<file path="config.mk">
export PLATFORM = sky130hd
export DESIGN_NAME = priv_1_12_trap_seq
export DESIGN_NICKNAME = d
export VERILOG_FILES = /design/src/rtl/priv_1_12_trap_seq.sv
export SDC_FILE = /design/constraint.sdc
export NUM_CORES = 1
export LEC_CHECK = 0
export ABC_AREA = 1
export CAP_MARGIN = 10
export CORE_ASPECT_RATIO = 2
export CORE_MARGIN = 4
export CORE_UTILIZATION = 40
export DETAILED_ROUTE_END_ITERATION = 10
export MAX_ROUTING_LAYER = met4
export PLACE_DENSITY_LB_ADDON = 0.2
export SYNTH_ARGS = -nofsm -noshare
export SYNTH_HDL_FRONTEND = slang
export SYNTH_SLANG_ARGS = --single-unit
</file>
<file path="constraint.sdc">
create_clock -name CLK -period 2.1 [get_ports CLK]
set_clock_uncertainty 0.05 [all_clocks]
set_input_delay 0.525 -clock CLK [delete_from_list [all_inputs] [get_ports CLK]]
set_output_delay 0.525 -clock CLK [all_outputs]
set_load 0.02 [all_outputs]
</file>
<file path="src/rtl/priv_1_12_trap_seq.sv">
// -----------------------------------------------------------------------------
// priv_1_12_trap_seq
//
// Trap/return sequencer sitting directly in front of the priv 1.12 CSR file.
// Arbitrates pending M-mode interrupts, synchronous exceptions and MRET, drains
// the pipeline through a flush handshake, issues a single-cycle commit pulse
// carrying the mcause/mepc/mtval write data, then redirects fetch to the mtvec
// target (trap) or to mepc (MRET). Only one event is in flight at a time.
//
// Parameters
//   VECTORED_EN    1: interrupts honour mtvec.mode==VECTORED; 0: always DIRECT
//
// Ports
//   CLK, nRST      clock; asynchronous active-low reset
//   ex_valid/ex_cause/ex_epc/ex_tval   synchronous exception from pipeline
//   int_pend       {meip,mtip,msip} already masked by mie
//   mstatus_mie    global machine interrupt enable
//   int_epc        return point for an interrupt
//   mret_req       MRET reached commit
//   mtvec_base/mtvec_mode              trap vector (sampled in COMMIT)
//   csr_mepc       current mepc, MRET target (sampled in COMMIT)
//   flush_req/flush_ack                pipeline drain handshake
//   trap_commit/mret_commit            one-cycle CSR update strobes
//   mcause_wdata/mepc_wdata/mtval_wdata CSR write data, valid with the strobe
//   redirect_valid/redirect_ready/redirect_pc  fetch redirect handshake
//   busy           sequencer is not idle
// -----------------------------------------------------------------------------
module priv_1_12_trap_seq #(
   parameter bit VECTORED_EN = 1'b1
) (
   input  logic        CLK,
   input  logic        nRST,
   input  logic        ex_valid,
   input  logic [3:0]  ex_cause,
   input  logic [31:0] ex_epc,
   input  logic [31:0] ex_tval,
   input  logic [2:0]  int_pend,
   input  logic        mstatus_mie,
   input  logic [31:0] int_epc,
   input  logic        mret_req,
   input  logic [29:0] mtvec_base,
   input  logic [1:0]  mtvec_mode,
   input  logic [31:0] csr_mepc,
   output logic        flush_req,
   input  logic        flush_ack,
   output logic        trap_commit,
   output logic        mret_commit,
   output logic [31:0] mcause_wdata,
   output logic [31:0] mepc_wdata,
   output logic [31:0] mtval_wdata,
   output logic        redirect_valid,
   input  logic        redirect_ready,
   output logic [31:0] redirect_pc,
   output logic        busy
);

   typedef enum logic [1:0] {
      IDLE     = 2'd0,
      FLUSH    = 2'd1,
      COMMIT   = 2'd2,
      REDIRECT = 2'd3
   } state_t;

   state_t state, next_state;

   // Event captured at acceptance
   logic        lat_is_int;
   logic        lat_is_mret;
   logic [3:0]  lat_code;
   logic [31:0] lat_epc;
   logic [31:0] lat_tval;
   logic [31:0] redirect_pc_r;

   logic        int_eligible;
   logic [3:0]  int_code;
   logic        accept;
   logic [31:0] trap_base;
   logic [31:0] trap_target;
   logic [31:0] mret_target;
   logic        use_vector;

   assign int_eligible = mstatus_mie & (|int_pend);
   assign accept       = (state == IDLE) & (int_eligible | ex_valid | mret_req);

   // Fixed interrupt priority: MEI > MSI > MTI
   always_comb begin
      int_code = 4'd0;
      if (int_pend[2])      int_code = 4'd11;
      else if (int_pend[0]) int_code = 4'd3;
      else if (int_pend[1]) int_code = 4'd7;
   end

   // Only mode 1 vectors; reserved modes 2/3 fall back to DIRECT
   assign use_vector  = VECTORED_EN & lat_is_int & (mtvec_mode == 2'd1);
   assign trap_base   = {mtvec_base, 2'b00};
   assign trap_target = use_vector ? (trap_base + {26'd0, lat_code, 2'b00}) : trap_base;
   assign mret_target = csr_mepc & 32'hFFFF_FFFC;

   always_ff @(posedge CLK or negedge nRST) begin
      if (!nRST) state <= IDLE;
      else       state <= next_state;
   end

   always_comb begin
      next_state     = state;
      flush_req      = 1'b0;
      trap_commit    = 1'b0;
      mret_commit    = 1'b0;
      redirect_valid = 1'b0;
      busy           = (state != IDLE);
      case (state)
         IDLE: begin
            if (accept) next_state = FLUSH;
         end
         FLUSH: begin
            flush_req = 1'b1;
            if (flush_ack) next_state = COMMIT;
         end
         COMMIT: begin
            trap_commit = ~lat_is_mret;
            mret_commit = lat_is_mret;
            next_state  = REDIRECT;
         end
         REDIRECT: begin
            redirect_valid = 1'b1;
            if (redirect_ready) next_state = IDLE;
         end
         default: next_state = IDLE;
      endcase
   end

   // Event capture in the accepting IDLE cycle; redirect target in COMMIT
   always_ff @(posedge CLK or negedge nRST) begin
      if (!nRST) begin
         lat_is_int    <= 1'b0;
         lat_is_mret   <= 1'b0;
         lat_code      <= 4'd0;
         lat_epc       <= 32'd0;
         lat_tval      <= 32'd0;
         redirect_pc_r <= 32'd0;
      end else begin
         if (accept) begin
            if (int_eligible) begin
               lat_is_int  <= 1'b1;
               lat_is_mret <= 1'b0;
               lat_code    <= int_code;
               lat_epc     <= int_epc & 32'hFFFF_FFFC;
               lat_tval    <= 32'd0;
            end else if (ex_valid) begin
               lat_is_int  <= 1'b0;
               lat_is_mret <= 1'b0;
               lat_code    <= ex_cause;
               lat_epc     <= ex_epc & 32'hFFFF_FFFC;
               lat_tval    <= ex_tval;
            end else begin
               lat_is_int  <= 1'b0;
               lat_is_mret <= 1'b1;
               lat_code    <= 4'd0;
               lat_epc     <= 32'd0;
               lat_tval    <= 32'd0;
            end
         end
         if (state == COMMIT) begin
            redirect_pc_r <= lat_is_mret ? mret_target : trap_target;
         end
      end
   end

   assign mcause_wdata = {lat_is_int, 27'd0, lat_code};
   assign mepc_wdata   = lat_epc;
   assign mtval_wdata  = lat_tval;
   assign redirect_pc  = redirect_pc_r;

endmodule
</file>
==> impl_metrics.toml, run 1 <==
[run_status]
status = "finished clean"

[cells_and_area]
fraction_of_final_layout_cells_sized_beyond_drive_strength_1_pct = 12.6
mostFrequentLayoutCell = "sky130_fd_sc_hd__clkdlybuf4s50_1"
diodes = 0
finalNetCount = 1280
leading_cell_types_in_the_layout_fill_and_taps_excluded = "sky130_fd_sc_hd__clkdlybuf4s50_1, sky130_fd_sc_hd__nand2_1, sky130_fd_sc_hd__dfrtp_1"
final_instance_area_um2 = 9550
areaGrowthSynthToFinish_pct = 66.8
final_core_util_pct = 68.3

[clocking]
numClockSinks = 100
worst_skew_pair.late_latency_ns = 0.34
cts_made_buffers = 9
clock_tree_buf_depth = 2
clk_pin_slew_worst_paths_ns = 0.09
clock_tree.root_cell = "sky130_fd_sc_hd__clkbuf_16"
cts_tree = "yes"
cts-htree-levels = 3
ctsHoldBuffers = 0

[power]
combinationalPowerShare_pct = 55.7
irDropWorstVdd_uv = 939
p_sw_share_pct = 41.8
pwr-share-clk_pct = 15.6
static-leakage-power_nw = 4.36
powerDensity_nw_per_um2 = 1250
post-layout-total-power_mw = 11.9
power_report.internal_total_mw = 6.94
power.net_switching_mw = 4.99
proportion_of_power_drawn_by_flip_flops_and_latches_pct = 28.7

[critical_path]
critical_path.max_stage_delay_ns = 0.65
crit_chain = "clkdlybuf4s50_1"
worstPathMaxFanout = 2
reg2reg_setup_slack_ns = 0.12
worst_setup_path_start_kind = "flop"
slowest_stage = "sky130_fd_sc_hd__clkdlybuf4s50_1"
setup.worst_path.class = "reg2out"
timing.critical_path.from = "redirect_pc[10]$_DFFE_PN0P_"
worst_path_required_time_ns = 1.52
cp-endpoint = "redirect_pc[10]"
rr_startpoint = "lat_code[0]$_DFFE_PN0P_"
critical_path.top_delay_family = "buffers and inverters"
cp.depth = 1
ff2ff_path_depth = 9
timing.critical_path.arrival_ns = 1.46
endpoint_kind = "output pin"
critPathBufInv = 1
r2r-end = "redirect_pc[6]$_DFFE_PN0P_"

[grt]
grt_antenna_before_repair = 0
grtUsageTotal_pct = 27.1
first_global_vias = 6526
grt_overflow = 0
wire_length_of_the_first_global_routing_pass_um = 33000
grt_max_degree = 66

[route]
vias_per_cell = 4.88
routed_wirelength_um = 21700
drt_iter0_drc = 227
post-route-drc-count = 0
avgRoutedWirePerCell_um = 16.9
detailroute.via_count = 6297
drtAntennaViolNets = 0
drt-pass1-iter-count = 5

[yosys]
synth.avg_cell_area_um2 = 7.54
yosys_warnings = 0
share_of_synthesized_flip_flops_with_an_asynchronous_set_or_reset_pct = 100
synth-seq-cells = 100
post_synth_instance_area_um2 = 5720
postSynth.topFlopCell = "sky130_fd_sc_hd__dfrtp_1"
synth-edff-count = 0
yosysSeqAreaShare_pct = 43.7
synthCells = 759
yosysUniqueCellTypes = 35

[floorplanning]
design.portCount = 307
initial_utilization_pct = 41.0
rows = 61
area_of_the_core_um2 = 14000
die-area_um2 = 16400
die_height_um = 177
dieWidth_um = 92.6

[place]
gp_routability_congestion = 0.983
detailed_place_hpwl_um = 17200
portBuffers = 269
area_of_placed_instances_um2 = 9130

[worst_hold_path]
hold_class = "in2async"

[timing]
finalCritPeriodShare_pct = 96.9
layout_min_cycle_time_ns = 2.03
slew_viol_final = 0
report.final.setup_viol = 0
achievable-frequency_ghz = 0.492
worst_margin_slew_ns = 0.508
slew-limit-headroom_pct = 66.1
hold_viol = 0
hold_ws_ns = 0.0860
grt_setup_unrepaired = "true"

[flow_run]
max_cap_viol_count = 0
-- routing by layer --
layer,GRT usage [%],share of wire [%],vias to the layer above
li1,-,-,3089
met4,17.3,6.5,0
met5,-,0,-
met2,50.0,55,252
met3,4.98,5.3,67
met1,25.1,33,2889
-- worst min-delay path by stage --
stage	end	slack, ns	cells past startpoint
2_1_floorplan	lat_code[0]$_DFFE_PN0P_	0.18	0
3_3_place_gp	mtval_wdata[3]$_DFFE_PN0P_	0.42	2
3_5_place_dp	mtval_wdata[3]$_DFFE_PN0P_	0.42	2
4_1_cts	redirect_pc[22]$_DFFE_PN0P_	0.09	1
5_1_grt	redirect_pc[22]$_DFFE_PN0P_	0.1	1
6_report	redirect_pc[22]$_DFFE_PN0P_	0.09	1
-- registers in the layout (all words and copies together), names as in the netlist --
signal,flops
lat_is_mret,1
lat_code,4
redirect_pc,30
mepc_wdata,30
mtval_wdata,32
state,2
lat_is_int,1
-- cells in the mapped netlist (all sizes together), types with 2 or more instances --
cell type,number,area (µm²)
nand2,240,911
xor2,6,52.6
o211ai,6,45.0
nand3,75,375
nand4,6,37.5
o21ai,46,230
buf,42,322
ha,9,113
o21a,2,15.0
clkbuf,25,95.1
nor3,4,25.0
a21oi,5,36.3
nand3b,2,18.8
dfrtp,100,2500
a22o,13,114
inv,53,199
a31oi,32,200
o21bai,8,60.1
xnor2,5,43.8
nor2,76,288
-- through the flow --
step	setup slack [ns]	TNS, ns	instances
after floorplan	0.0349	0	789
after detailed placement	-0.475	-18.90	1273
after CTS	-0.00753	-0.0167	1289
final	0.0656	0	1290
after global routing	-0.0265	-0.0265	1290
after global placement	-0.433	-16.23	1273
-- power by group through the flow --
| stage | logic, mW | registers [mW] | clock network (mW) |
|---|---|---|---|
| floorplan | 2.35 | 4.48 | 0 |
| global placement | 6.58 | 3.41 | 0 |
| detailed placement | 6.65 | 3.45 | 0 |
| CTS | 6.67 | 3.43 | 1.89 |
| global route | 7.13 | 3.55 | 1.96 |
| finish | 6.65 | 3.42 | 1.86 |
-- cell families (layout without fill, tap and decap cells) --
logic type | after synthesis | count (layout) | share of synthesized area (%)
AOI/OAI and AO/OA | 114 | 114 | 12.5
xor gates and xnor gates | 11 | 11 | 1.68
adders and majority gates | 10 | 10 | 2.32
buffers and inverters | 120 | 432 | 10.8
DFF | 100 | 100 | 43.7
other | 1 | 31 | 0.0655
and+or+nand+nor | 403 | 403 | 28.9
-- area by class of cell --
class / count / area, µm²
inverters: 53 / 199
multi-input cells: 569 / 2790
well taps: 189 / 236
clock inverters: 7 / 100
fillers: 1181 / 4420
clock buffers: 9 / 225
flip-flops and latches: 100 / 2500
repair buffers: 363 / 3490
-- repair_timing --
| action | CTS | global route |
|---|---|---|
| resized for setup | 20 | 16 |
| pin swaps | 0 | 7 |
| endpoints found under the setup margin | 23 | 27 |
| buffers inserted | 0 | 1 |
Power figures use the tool's default switching activity.
==> run 2, diff against run 1 <==
--- a/config.mk
+++ b/config.mk
@@ -5,12 +5,12 @@
 export SDC_FILE = /design/constraint.sdc
 export NUM_CORES = 1
 export LEC_CHECK = 0
-export ABC_AREA = 1
 export CAP_MARGIN = 10
 export CORE_ASPECT_RATIO = 2
 export CORE_MARGIN = 4
-export CORE_UTILIZATION = 40
+export CORE_UTILIZATION = 32
 export DETAILED_ROUTE_END_ITERATION = 10
+export GPL_TIMING_DRIVEN = 1
 export MAX_ROUTING_LAYER = met4
 export PLACE_DENSITY_LB_ADDON = 0.2
 export SYNTH_ARGS = -nofsm -noshare
==> impl_metrics.toml, run 2 <==
[power]
p_sw_share_pct = 40.8
power.net_switching_mw = 4.71
pwr-share-clk_pct = 13.5
irDropWorstVdd_uv = 632
static-leakage-power_nw = 4.17
powerDensity_nw_per_um2 = 1250
power_report.internal_total_mw = 6.83
post-layout-total-power_mw = 11.5
combinationalPowerShare_pct = 57.2
proportion_of_power_drawn_by_flip_flops_and_latches_pct = 29.3

[timing]
finalCritPeriodShare_pct = 100
slew_viol_final = 0
layout_min_cycle_time_ns = 2.10
setup_ws_ns = -0.00233
hold_viol = 0
achievable-frequency_ghz = 0.476
grt_setup_unrepaired = "true"
report.final.setup_viol = 1

[critical_path]
timing.critical_path.arrival_ns = 2.34
rr_startpoint = "lat_code[0]$_DFFE_PN0P_"
worst_setup_path_start_kind = "flop"
worst_path_required_time_ns = 2.33
endpoint_kind = "flop"
ff2ff_path_depth = 7
setup.worst_path.class = "reg2reg"
reg2reg_setup_slack_ns = -0.002
r2r-end = "redirect_pc[22]$_DFFE_PN0P_"
timing.critical_path.from = "lat_code[0]$_DFFE_PN0P_"
worstPathMaxFanout = 4

[cells_and_area]
diodes = 0
leading_cell_types_in_the_layout_fill_and_taps_excluded = "sky130_fd_sc_hd__clkdlybuf4s50_1, sky130_fd_sc_hd__dfrtp_1, sky130_fd_sc_hd__buf_4"
mostFrequentLayoutCell = "sky130_fd_sc_hd__clkdlybuf4s50_1"
fraction_of_final_layout_cells_sized_beyond_drive_strength_1_pct = 16.0
filler_cell_count = 1457
final_instance_area_um2 = 9260
post_route_non_filler_standard_cell_count = 1098
finalNetCount = 1073
largest_reg_flops = 32
areaGrowthSynthToFinish_pct = 71.5

[clocking]
worst_skew_pair.late_latency_ns = 0.34
cts_tree = "yes"
cts-htree-levels = 3
cts_made_buffers = 9
clock_tree_buf_depth = 2
numClockSinks = 100
clock_tree.root_cell = "sky130_fd_sc_hd__clkbuf_16"
clk_pin_slew_worst_paths_ns = 0.07

[floorplanning]
die-area_um2 = 19100
area_of_the_core_um2 = 16400
initial_utilization_pct = 32.8
rows = 66
die_height_um = 192
dieWidth_um = 99.8
design.portCount = 307

[grt]
wire_length_of_the_first_global_routing_pass_um = 30100
grtUsageTotal_pct = 20.8
grt_overflow = 0
first_global_vias = 5708
grt_antenna_before_repair = 0
grt_max_degree = 54

[yosys]
post-synth-top-area-fraction_pct = 46.4
postSynth.topFlopCell = "sky130_fd_sc_hd__dfrtp_1"
ys_top_cells_by_area = "sky130_fd_sc_hd__dfrtp_1, sky130_fd_sc_hd__and3_1, sky130_fd_sc_hd__a21oi_1, sky130_fd_sc_hd__o21ai_0, sky130_fd_sc_hd__a22o_1"
yosysUniqueCellTypes = 54
synth.avg_cell_area_um2 = 9.55
yosys_warnings = 0
yosys.area.top_type = "sky130_fd_sc_hd__dfrtp_1"
yosys-top-cells-count = "sky130_fd_sc_hd__dfrtp_1, sky130_fd_sc_hd__a21oi_1, sky130_fd_sc_hd__o21ai_0, sky130_fd_sc_hd__and3_1, sky130_fd_sc_hd__nand2_1"
synth-seq-cells = 100
yosysSeqAreaShare_pct = 46.4
synth-edff-count = 0
post_synth_instance_area_um2 = 5400
yosysMostFrequentCell = "sky130_fd_sc_hd__dfrtp_1"
share_of_synthesized_flip_flops_with_an_asynchronous_set_or_reset_pct = 100
synthCells = 565

[place]
area_of_placed_instances_um2 = 8760
portBuffers = 269
numPlacedInstances = 1071
detailed_place_hpwl_um = 15800
gp_routability_congestion = 0.832

[route]
post-route-drc-count = 0
detailroute.via_count = 5433
drtAntennaViolNets = 0
drt_iter0_drc = 146
top_layer_used = "met4"
wirelength_met1_um = 6820
routed_wirelength_um = 20000
drt-pass1-iter-count = 4
avgRoutedWirePerCell_um = 18.2
vias_per_cell = 4.95
dr_wl_met3_um = 1290
detailroute.wirelength.met2_um = 11200

[flow_run]
max_cap_viol_count = 0

[run_status]
violated_checks = "setup timing"
status = "complete, but fails checks"

[worst_hold_path]
hold_class = "in2async"
run 2: metal layers:
| layer | GRT usage [%] | vias up |
|---|---|---|
| met3 | 3.53 | 33 |
| met4 | 8.15 | 0 |
| met5 | - | - |
| li1 | - | 2613 |
| met2 | 38.5 | 232 |
| met1 | 21.3 | 2555 |
run 2: how the worst max path moves through the flow:
| stage | end | cells past startpoint | slack (ns) |
|---|---|---|---|
| final | redirect_pc[22]$_DFFE_PN0P_ | 7 | -0.002 |
| after global routing | redirect_pc[16]$_DFFE_PN0P_ | 7 | -0.05 |
| after CTS | redirect_pc[22]$_DFFE_PN0P_ | 7 | -0.04 |
| after detailed placement | redirect_pc[22]$_DFFE_PN0P_ | 8 | -0.67 |
| after global placement | redirect_pc[22]$_DFFE_PN0P_ | 8 | -0.62 |
| after floorplan | redirect_pc[22]$_DFFE_PN0P_ | 8 | -0.17 |
run 2: critical path, stage by stage (launching register included):
cell and delay (ns):
sky130_fd_sc_hd__dfrtp_2 0.43, sky130_fd_sc_hd__ha_4 0.17, sky130_fd_sc_hd__fa_2 0.37, sky130_fd_sc_hd__a211oi_4 0.26, sky130_fd_sc_hd__or2_4 0.19, sky130_fd_sc_hd__nor3_2 0.05
sky130_fd_sc_hd__or4b_4 0.47, sky130_fd_sc_hd__nand3_2 0.07
run 2: per-stage QoR:
stage	hold slack (ns)	util, %	setup WS, ns	setup TNS (ns)
2_1_floorplan	0.179	-	-0.170	-0.198
3_3_place_gp	0.376	53.3	-0.620	-16.50
3_5_place_dp	0.380	53.3	-0.667	-18.65
4_1_cts	0.0104	55.9	-0.0403	-0.0702
5_1_grt	0.0158	56.3	-0.0489	-0.167
6_report	0.0132	56.3	-0.00233	-0.00233
run 2: logic make-up (layout without fill, tap and decap cells):
logic type                 count (synthesis)  after routing  share of synthesized area (%)
AOI/OAI and AO/OA                        176            176                           20.0
and+or+nand+nor                          166            166                           17.9
DFF                                      100            100                           46.4
buffers and inverters                     83            382                           8.28
xor gates and xnor gates                  24             24                           3.90
adders and majority gates                 10             10                           2.46
muxes                                      5              5                          0.974
other                                      1             31                         0.0695
run 2: layout make-up:
| cell class | count | area, µm² | share of cell area [%] |
|---|---|---|---|
| timing repair buffer | 355 | 3410 | 36.9 |
| tap | 204 | 255 | 2.76 |
| clock inverter | 3 | 22.5 | 0.243 |
| sequential | 100 | 2500 | 27.0 |
| inverter | 11 | 41.3 | 0.446 |
| multi-input combinational | 412 | 2770 | 29.9 |
| clock buffer | 13 | 250 | 2.70 |
run 2: what timing repair did:
action / CTS / global route
hold buffers: 0 / 0
setup buffers: 8 / 3
setup endpoints to repair: 33 / 19
gates cloned: 0 / 1
pin swaps: 16 / 17
gates resized for setup: 48 / 26
run 2: power by group through the flow:
stage	clock [mW]	combinational, mW	sequential [mW]
4_1_cts	1.61	6.59	3.39
3_5_place_dp	0	6.53	3.38
3_3_place_gp	0	6.43	3.36
6_report	1.56	6.60	3.38
5_1_grt	1.70	7.09	3.50
2_1_floorplan	0	2.18	4.40
